===== src/rtl/pc_sequencer_if.sv =====
// Fetch-redirect bundle between the hazard/ID/EX control logic and the next-PC sequencer.
interface pc_sequencer_if #(
  parameter int unsigned ADDR_W  = 10,
  parameter int unsigned NUM_IRQ = 3
);
  logic [ADDR_W-1:0]  pc;
  logic [ADDR_W-1:0]  pc_4;
  logic               stall;
  logic               halt;
  logic               jump;
  logic [ADDR_W-1:0]  jump_target;
  logic               branch_taken;
  logic [ADDR_W-1:0]  branch_target;
  logic               eret;
  logic               irq_enable;
  logic [NUM_IRQ-1:0] irq_req;
  logic               pc_en;
  logic               load_pc;
  logic [ADDR_W-1:0]  pc_new;
  logic               flush_if;
  logic               flush_id;
  logic [NUM_IRQ-1:0] irq_ack;
  logic [ADDR_W-1:0]  epc;
  logic               in_isr;
  logic               halted;

  modport master (
    output pc, pc_4, stall, halt, jump, jump_target, branch_taken, branch_target,
           eret, irq_enable, irq_req,
    input  pc_en, load_pc, pc_new, flush_if, flush_id, irq_ack, epc, in_isr, halted
  );

  modport slave (
    input  pc, pc_4, stall, halt, jump, jump_target, branch_taken, branch_target,
           eret, irq_enable, irq_req,
    output pc_en, load_pc, pc_new, flush_if, flush_id, irq_ack, epc, in_isr, halted
  );
endinterface


===== src/rtl/pc_sequencer.sv =====
// Next-PC controller: arbitrates sequential fetch, jump, branch, interrupt entry, ERET and halt,
// and owns interrupt pending/acknowledge, EPC and the handler/halt state.
module pc_sequencer #(
  parameter int unsigned     ADDR_W   = 10,
  parameter int unsigned     NUM_IRQ  = 3,
  parameter logic [ADDR_W-1:0] VEC_BASE = ADDR_W'(10'h3F0)
) (
  input logic           clk,
  input logic           rst,
  pc_sequencer_if.slave bus
);

  localparam logic [1:0] ST_RUN  = 2'd0;
  localparam logic [1:0] ST_ISR  = 2'd1;
  localparam logic [1:0] ST_HALT = 2'd2;

  logic [1:0]         state, state_nxt;
  logic [NUM_IRQ-1:0] pending, irq_req_d;
  logic [ADDR_W-1:0]  epc, epc_nxt;

  logic               irq_any;
  logic [NUM_IRQ-1:0] irq_sel;
  logic [ADDR_W-1:0]  irq_vec;

  logic               pc_en, load_pc, flush_if, flush_id;
  logic [ADDR_W-1:0]  pc_new;
  logic [NUM_IRQ-1:0] irq_ack;

  // Lowest pending index wins; its vector is VEC_BASE + 4*i modulo 2^ADDR_W.
  always_comb begin
    irq_any = |pending;
    irq_sel = '0;
    irq_vec = VEC_BASE;
    for (int i = NUM_IRQ - 1; i >= 0; i--) begin
      if (pending[i]) begin
        irq_sel = NUM_IRQ'(1) << i;
        irq_vec = VEC_BASE + ADDR_W'(4 * i);
      end
    end
  end

  // Next-state and redirect decode, first matching condition wins.
  always_comb begin
    state_nxt = state;
    epc_nxt   = epc;
    pc_en     = 1'b0;
    load_pc   = 1'b0;
    pc_new    = '0;
    flush_if  = 1'b0;
    flush_id  = 1'b0;
    irq_ack   = '0;
    if (!rst && state != ST_HALT) begin
      if (bus.halt) begin
        flush_if  = 1'b1;
        state_nxt = ST_HALT;
      end else if (state == ST_RUN && bus.irq_enable && irq_any && !bus.stall) begin
        pc_en     = 1'b1;
        load_pc   = 1'b1;
        pc_new    = irq_vec;
        flush_if  = 1'b1;
        flush_id  = 1'b1;
        irq_ack   = irq_sel;
        state_nxt = ST_ISR;
        // Return to the redirect the interrupt pre-empted, otherwise the next sequential PC.
        if (bus.branch_taken)  epc_nxt = bus.branch_target;
        else if (bus.jump)     epc_nxt = bus.jump_target;
        else                   epc_nxt = bus.pc_4;
      end else if (bus.branch_taken) begin
        pc_en    = 1'b1;
        load_pc  = 1'b1;
        pc_new   = bus.branch_target;
        flush_if = 1'b1;
        flush_id = 1'b1;
      end else if (bus.eret && !bus.stall && state == ST_ISR) begin
        pc_en     = 1'b1;
        load_pc   = 1'b1;
        pc_new    = epc;
        flush_if  = 1'b1;
        state_nxt = ST_RUN;
      end else if (bus.jump && !bus.stall) begin
        pc_en    = 1'b1;
        load_pc  = 1'b1;
        pc_new   = bus.jump_target;
        flush_if = 1'b1;
      end else if (!bus.stall) begin
        pc_en = 1'b1;
      end
    end
  end

  always_ff @(posedge clk or posedge rst) begin
    if (rst) begin
      state <= ST_RUN;
    end else begin
      state <= state_nxt;
    end
  end

  // New rising edges set pending even on the cycle that acknowledges the same line.
  always_ff @(posedge clk or posedge rst) begin
    if (rst) begin
      pending   <= '0;
      irq_req_d <= '0;
      epc       <= '0;
    end else begin
      pending   <= (pending & ~irq_ack) | (bus.irq_req & ~irq_req_d);
      irq_req_d <= bus.irq_req;
      epc       <= epc_nxt;
    end
  end

  assign bus.pc_en    = pc_en;
  assign bus.load_pc  = load_pc;
  assign bus.pc_new   = pc_new;
  assign bus.flush_if = flush_if;
  assign bus.flush_id = flush_id;
  assign bus.irq_ack  = irq_ack;
  assign bus.epc      = epc;
  assign bus.in_isr   = (state == ST_ISR);
  assign bus.halted   = (state == ST_HALT);

  a_redirect_known: assert property (@(posedge clk) disable iff (rst)
    load_pc |-> !$isunknown(pc_new) && !$isunknown(bus.pc));

endmodule


===== src/flat_wrapper.sv =====
// flat-port wrapper written by rule: the top's interface ports become plain ports
module pc_sequencer_flat 
#(
  parameter int unsigned     ADDR_W   = 10,
  parameter int unsigned     NUM_IRQ  = 3,
  parameter logic [ADDR_W-1:0] VEC_BASE = ADDR_W'(10'h3F0)
)
  (clk, rst, bus_pc, bus_pc_4, bus_stall, bus_halt, bus_jump, bus_jump_target, bus_branch_taken, bus_branch_target, bus_eret, bus_irq_enable, bus_irq_req, bus_pc_en, bus_load_pc, bus_pc_new, bus_flush_if, bus_flush_id, bus_irq_ack, bus_epc, bus_in_isr, bus_halted);
  pc_sequencer_if #(.ADDR_W(ADDR_W), .NUM_IRQ(NUM_IRQ)) bus_i ();
  input logic clk;
  input logic rst;
  input wire logic [$bits(bus_i.pc)-1:0] bus_pc;
  input wire logic [$bits(bus_i.pc_4)-1:0] bus_pc_4;
  input wire logic [$bits(bus_i.stall)-1:0] bus_stall;
  input wire logic [$bits(bus_i.halt)-1:0] bus_halt;
  input wire logic [$bits(bus_i.jump)-1:0] bus_jump;
  input wire logic [$bits(bus_i.jump_target)-1:0] bus_jump_target;
  input wire logic [$bits(bus_i.branch_taken)-1:0] bus_branch_taken;
  input wire logic [$bits(bus_i.branch_target)-1:0] bus_branch_target;
  input wire logic [$bits(bus_i.eret)-1:0] bus_eret;
  input wire logic [$bits(bus_i.irq_enable)-1:0] bus_irq_enable;
  input wire logic [$bits(bus_i.irq_req)-1:0] bus_irq_req;
  output wire logic [$bits(bus_i.pc_en)-1:0] bus_pc_en;
  output wire logic [$bits(bus_i.load_pc)-1:0] bus_load_pc;
  output wire logic [$bits(bus_i.pc_new)-1:0] bus_pc_new;
  output wire logic [$bits(bus_i.flush_if)-1:0] bus_flush_if;
  output wire logic [$bits(bus_i.flush_id)-1:0] bus_flush_id;
  output wire logic [$bits(bus_i.irq_ack)-1:0] bus_irq_ack;
  output wire logic [$bits(bus_i.epc)-1:0] bus_epc;
  output wire logic [$bits(bus_i.in_isr)-1:0] bus_in_isr;
  output wire logic [$bits(bus_i.halted)-1:0] bus_halted;
  assign bus_i.pc = bus_pc;
  assign bus_i.pc_4 = bus_pc_4;
  assign bus_i.stall = bus_stall;
  assign bus_i.halt = bus_halt;
  assign bus_i.jump = bus_jump;
  assign bus_i.jump_target = bus_jump_target;
  assign bus_i.branch_taken = bus_branch_taken;
  assign bus_i.branch_target = bus_branch_target;
  assign bus_i.eret = bus_eret;
  assign bus_i.irq_enable = bus_irq_enable;
  assign bus_i.irq_req = bus_irq_req;
  assign bus_pc_en = bus_i.pc_en;
  assign bus_load_pc = bus_i.load_pc;
  assign bus_pc_new = bus_i.pc_new;
  assign bus_flush_if = bus_i.flush_if;
  assign bus_flush_id = bus_i.flush_id;
  assign bus_irq_ack = bus_i.irq_ack;
  assign bus_epc = bus_i.epc;
  assign bus_in_isr = bus_i.in_isr;
  assign bus_halted = bus_i.halted;
  pc_sequencer #(.ADDR_W(ADDR_W), .NUM_IRQ(NUM_IRQ), .VEC_BASE(VEC_BASE)) u_core (.clk(clk), .rst(rst), .bus(bus_i));
endmodule

===== config.mk =====
export PLATFORM = sky130hd
export DESIGN_NAME = pc_sequencer_flat
export DESIGN_NICKNAME = d
export VERILOG_FILES = /design/src/rtl/pc_sequencer_if.sv /design/src/rtl/pc_sequencer.sv /design/src/flat_wrapper.sv
export SDC_FILE = /design/constraint.sdc
export NUM_CORES = 1
export LEC_CHECK = 0
export BUFFER_PORTS_ARGS = -buffer_cell sky130_fd_sc_hd__buf_2
export CAP_MARGIN = 5
export CORE_UTILIZATION = 39
export DETAILED_ROUTE_END_ITERATION = 6
export PLACE_DENSITY_LB_ADDON = 0.1
export SETUP_SLACK_MARGIN = 0.4
export SYNTH_ARGS = -nofsm -noshare
export SYNTH_HDL_FRONTEND = slang
export SYNTH_SLANG_ARGS = --single-unit

===== constraint.sdc =====
create_clock -name clk -period 1.57 [get_ports clk]
set_input_delay 0.157 -clock clk [delete_from_list [all_inputs] [get_ports clk]]
set_output_delay 0.157 -clock clk [all_outputs]
set_load 0.02 [all_outputs]

==> results.toml, run 1 <==
[power]
p_per_area_mw_per_mm2 = 386
leakage_nw = 1.17
vdd_drop_max_mv = 0.399
total_power_uw = 972

[sta]
timing.slew.headroom = 0.714
rsz0062_at_grt = "true"
setup_viol = 29
min_period_ns = 2.05
fmax_mhz = 489
finalCritPeriodShare = 1.30
hold_viol_final = 0
finClkSkew_ns = 0.00143
finalMaxSlewViolations = 0
fin_ws_ns = -0.476
worstMarginPinSlew_ns = 0.428

[logic_synthesis]
synth_area_leader_cell = "dfrtp_1"
synth_simple_gate_area_share = 0.238
avgSynthCellArea_um2 = 8.66
synthDominantCellAreaShare = 0.333
synth_edf_count = 0
syn_area_mm2 = 0.00135
synth_seq_cells = 18
synth.area.mux_share = 0.0556
synth_cells = 156
synth_xor_area_frac = 0
synth_ff_type = "dfrtp_1"
ys_types = 40
synth_adder_area_share = 0
ys.warnings.count = 0
yosysMostFrequentCell = "dfrtp_1"
netlist_top_cells_count = "18 x dfrtp_1, 14 x o21ai_1, 12 x a21oi_1"
synth_fp_nets = 207
yosysSeqAreaShare = 0.333
synthArstFlopShare = 1.00
synth_top_family_by_area = "compound AO/OA/AOI/OAI gates"
synthTopCellsByArea = "dfrtp_1 33%, o21ai_1 5.2%, o31ai_1 5.0%, a21oi_1 4.4%, o21ai_0 3.3%"
synth_compound_area_frac = 0.304

[detailed_routing]
dr.pass1.iters = 4
first_iter_violations = 109
wl_per_cell_um = 16.8
num_vias = 1669
drt.antenna.violating_nets = 0
route.detailed.drc = 0
drt-total-wl_um = 5140
via_per_inst = 5.45

[clocking]
clockBufferDepth = 2
cts.sinks = 18
cts_buffers = 3
cts_tree = "yes"
clkTransAtPathRegs_ns = 0.10
htreeDepth = 1
cts_root_buf = "clkbuf_4"
insertion_delay_ns = 0.29

[cells_and_area]
multi_input_area_mm2 = 0.00110
area_growth_pct = 86.3
nFillCells = 251
diodes = 0
drive_above_1_share = 0.635
ff_latch_area_um2 = 454
finalNetCount = 313

[worst_hold_path]
min_from = "bus_branch_target[6]"
hold_class = "in -> reg"

[worst_setup_path]
r2r-start = "u_core.state[1]"
critPathBufInv = 2
startpoint = "u_core.state[1]"
cp_max_fo = 7
cp_top_family = "flip-flops"
crit_required_ns = 1.41
critPathKind = "reg -> out"
crit_path_top_delay_cell = "dfrtp_2"
cp-end-kind = "output port"
startpoint_type = "flip-flop"
crit_chain = "and4bb_4 -> buf_6 -> a211oi_2 -> o31ai_2 -> buf_2"
max_stage_delay_ns = 0.47
cp.arrival_ns = 1.89

[floorplanning]
initial_core_util = 0.405
ioPinCount = 80
die_area_mm2 = 0.00370
coreArea_mm2 = 0.00334
die_x_um = 60.9
die_height_um = 60.9
std_cell_rows = 21

[placement]
portBuffers = 69
dpl.hpwl_um = 3460
gp_congestion = 0.904
post-place-ws_ns = -0.201

[global_routing]
grt_pass1_wl_um = 6900
grt_max_degree = 19
antenna_found_initial = 0
grt_pass1_vias = 1494
grt_overflow_total = 0
track_usage = 0.257

[status]
outcome = "finished, violations left"
violations = "negative setup slack"

[job]
drv_cap = 0
area by class of cell:
type,instances,share of cell area
Inverter,8,0.0119
Tap cell,46,0.0229
Timing Repair Buffer,112,0.338
Sequential cell,18,0.180
Clock buffer,3,0.00895
Multi-Input combinational cell,119,0.438
routing by layer:
| metal | global-route usage | routed length, um |
|---|---|---|
| met3 | 0.0299 | 230 |
| met1 | 0.346 | 2210 |
| met5 | 0 | 0 |
| met4 | 0.0844 | 101 |
| met2 | 0.429 | 2590 |
flip-flops by register name, summed over array words and instances (netlist names):
register          cells
u_core.state          2
u_core.irq_req_d      3
u_core.pending        3
u_core.bus.epc       10
cell families after synthesis:
logic type / count (synthesis)
compound gates: 63
simple gates: 49
buf+inv: 19
flops: 18
mux: 7
worst min-delay path, stage by stage:
cell     delay [ns]
buf_2          0.09
a21oi_1        0.06
o21ai_1        0.11
path summary, 6_finish.rpt:
path                       depth (start not counted)                 to  slack [ns]
setup / recovery                                   5      bus_pc_new[3]       -0.48
hold / removal                                     3  u_core.bus.epc[6]        0.15
setup reg to reg                                   9  u_core.bus.epc[9]       -0.26
hold reg to reg                                    1  u_core.pending[1]        0.42
max in group asynchronous                          4  u_core.pending[0]        0.77
min in group asynchronous                          4  u_core.bus.epc[2]        0.57
timing repair:
item	CTS	global route
gates cloned	0	0
gates resized for setup	49	45
endpoints found under the setup margin	33	33
hold buffers	4	0
hold endpoints to repair	21	0
buffers inserted	8	4
pin swaps	13	5
power by group:
group	internal, mW	leakage [nW]	switching, mW
clock	0.0894	0.0138	0.147
sequential	0.475	0.220	0.00989
combinational	0.117	0.939	0.134
total	0.681	1.17	0.291
metrics by stage:
step	TNS, ns	std cells	utilization	hold slack, ns	cell area, um^2
2_1_floorplan	-0.682	156	-	0.104	1450
3_3_place_gp	-1.61	287	0.598	0.279	2000
3_5_place_dp	-2.92	287	0.598	0.283	2000
4_1_cts	-7.98	302	0.688	0.148	2300
5_1_grt	-10.14	306	0.754	0.171	2520
6_report	-8.31	306	0.754	0.154	2520
cells in the final DEF (no fill, tap or decap), types with 4 or more instances in the layout:
cell type / instances
buf_6: 22
mux2_2: 4
nor2_1: 8
o21ai_2: 6
o21ai_0: 4
dlygate4sd3_1: 4
a21oi_1: 5
and3_1: 4
nor2b_1: 4
buf_4: 31
buf_2: 51
a21oi_4: 4
nand2b_1: 4
dfrtp_1: 15
nand3_1: 8
o21ai_1: 11
o31ai_2: 4
inv_1: 8
o31ai_4: 6
Note: power is estimated with default switching activity, not from simulation.
==> run 2: changes to the inputs <==
--- a/config.mk
+++ b/config.mk
@@ -11,6 +11,7 @@
 export DETAILED_ROUTE_END_ITERATION = 6
 export PLACE_DENSITY_LB_ADDON = 0.1
 export SETUP_SLACK_MARGIN = 0.4
+export SKIP_CTS_REPAIR_TIMING = 1
 export SYNTH_ARGS = -nofsm -noshare
 export SYNTH_HDL_FRONTEND = slang
 export SYNTH_SLANG_ARGS = --single-unit
==> run 2 against run 1 <==
The run still ends with negative setup slack left. Sequential power hardly changed. Worst setup slack better by 0.018 ns. Non-clock buffer count shrank 1. Combinational power about the same. Core utilization is 2.2 points lower. Cell area decreased by 2.9%. Clock skew is 0.0028 ns higher. Via count grew 0.60%. Maximum frequency is 0.89% higher. Global-route usage down 1.6 points. Critical endpoint is now bus_pc_new[7]. Hold slack improved by 0.012 ns. Register-to-register slack improved by 0.11 ns.
==> results.toml, run 2 (synthesis gave the netlist of run 1 again) <==
[status]
outcome = "finished, violations left"
violations = "negative setup slack"

[sta]
worstMarginPinSlew_ns = 0.560
timing.slew.headroom = 0.624
fin_ws_ns = -0.458
finClkSkew_ns = 0.00426
hold_viol_final = 0
hold_ws_ns = 0.166
fmax_mhz = 493
min_period_ns = 2.03
rsz0062_at_grt = "true"
finalMaxSlewViolations = 0
setup_viol = 30
finalCritPeriodShare = 1.29
fin_setup_tns_ns = -7.86

[power]
p_per_area_mw_per_mm2 = 395
leakage_nw = 1.16
vdd_drop_max_mv = 0.385

[floorplanning]
die_height_um = 60.9
ioPinCount = 80
initial_core_util = 0.405
coreArea_mm2 = 0.00334
die_x_um = 60.9
die_area_mm2 = 0.00370
std_cell_rows = 21

[cells_and_area]
regMostFlops = "u_core.bus.epc"
drive_above_1_share = 0.618
diodes = 0
largest_reg_flops = 10
final_common_cell = "buf_2"
design_area_mm2 = 0.00244
largest_registers = "u_core.bus.epc x10, u_core.irq_req_d x3, u_core.pending x3"
nFillCells = 243
mostFrequentLayoutCells = "51 x buf_2, 36 x buf_4, 17 x buf_6, 15 x dfrtp_1, 11 x o21ai_1"
finalNetCount = 312
area_growth_pct = 80.9

[global_routing]
grt_overflow_total = 0
antenna_found_initial = 0
grt_pass1_wl_um = 6470
track_usage = 0.241
grt_max_degree = 19
grt_pass1_vias = 1398

[detailed_routing]
route.detailed.drc = 0
dr.pass1.iters = 4
first_iter_violations = 84
num_vias = 1679
via_per_inst = 5.50
drt.antenna.violating_nets = 0
wl_per_cell_um = 16.0
drt-total-wl_um = 4900

[clocking]
cts_root_buf = "clkbuf_4"
cts_buffers = 3
clkTransAtPathRegs_ns = 0.10
clockBufferDepth = 2
insertion_delay_ns = 0.29
cts.sinks = 18
cts_tree = "yes"
htreeDepth = 1

[placement]
post-place-ws_ns = -0.201
dpl.hpwl_um = 3460
gp_congestion = 0.904
placed_cell_area_mm2 = 0.00200
portBuffers = 69

[worst_setup_path]
critPathKind = "reg -> out"
cp.arrival_ns = 1.87
crit_required_ns = 1.41
startpoint_type = "flip-flop"
cp_max_fo = 11
cp-end-kind = "output port"

[job]
drv_cap = 0

[worst_hold_path]
hold_class = "in -> reg"
## run 2: final cells by class
cell class,instances,area [um^2],share of cell area
clock buffer,3,22.5,0.00921
inverter,8,30.0,0.0123
multi-input combinational,119,1070,0.437
sequential,18,454,0.186
tap,46,57.6,0.0235
timing repair buffer,111,812,0.332
## run 2: final timing paths
path / endpoint / slack (ns) / cells past startpoint / start
worst max-delay path: bus_pc_new[7] / -0.46 / 5 / u_core.state[1]
worst min-delay path: u_core.bus.epc[8] / 0.17 / 3 / bus_branch_target[8]
worst max register to register: u_core.bus.epc[4] / -0.15 / 7 / u_core.state[0]
worst min register to register: u_core.pending[1] / 0.42 / 1 / u_core.irq_req_d[1]
max in group asynchronous: u_core.pending[0] / 0.81 / 4 / rst
min in group asynchronous: u_core.state[1] / 0.54 / 4 / rst
## run 2: routing by layer
metal  global-route usage  part of all wire  wire [um]  vias to the layer above
li1                     -                 -          -                      797
met1                0.332              0.43       2120                      815
met2                0.391              0.50       2460                       59
met3               0.0277             0.049        238                        8
met4               0.0844             0.016         77                        0
met5                    0                 0          0                        -
## run 2: stage by stage
stage | util | total power [mW] | instances
6_report | 0.733 | 0.965 | 305
5_1_grt | 0.733 | 1.02 | 305
4_1_cts | 0.605 | 0.941 | 290
3_5_place_dp | 0.598 | 0.706 | 287
3_3_place_gp | 0.598 | 0.701 | 287
2_1_floorplan | - | 0.597 | 156
## run 2: power by group
part / total [mW] / internal, mW / switching, mW
registers: 0.483 / 0.475 / 0.00813
clock network: 0.232 / 0.0893 / 0.143
logic: 0.250 / 0.115 / 0.134
total: 0.965 / 0.680 / 0.285
## run 2: critical path: stages (launching register included)
cell      delay, ns
dfrtp_2        0.46
nor2b_4        0.16
or3_4          0.38
buf_12         0.17
o211ai_1       0.22
buf_4          0.18
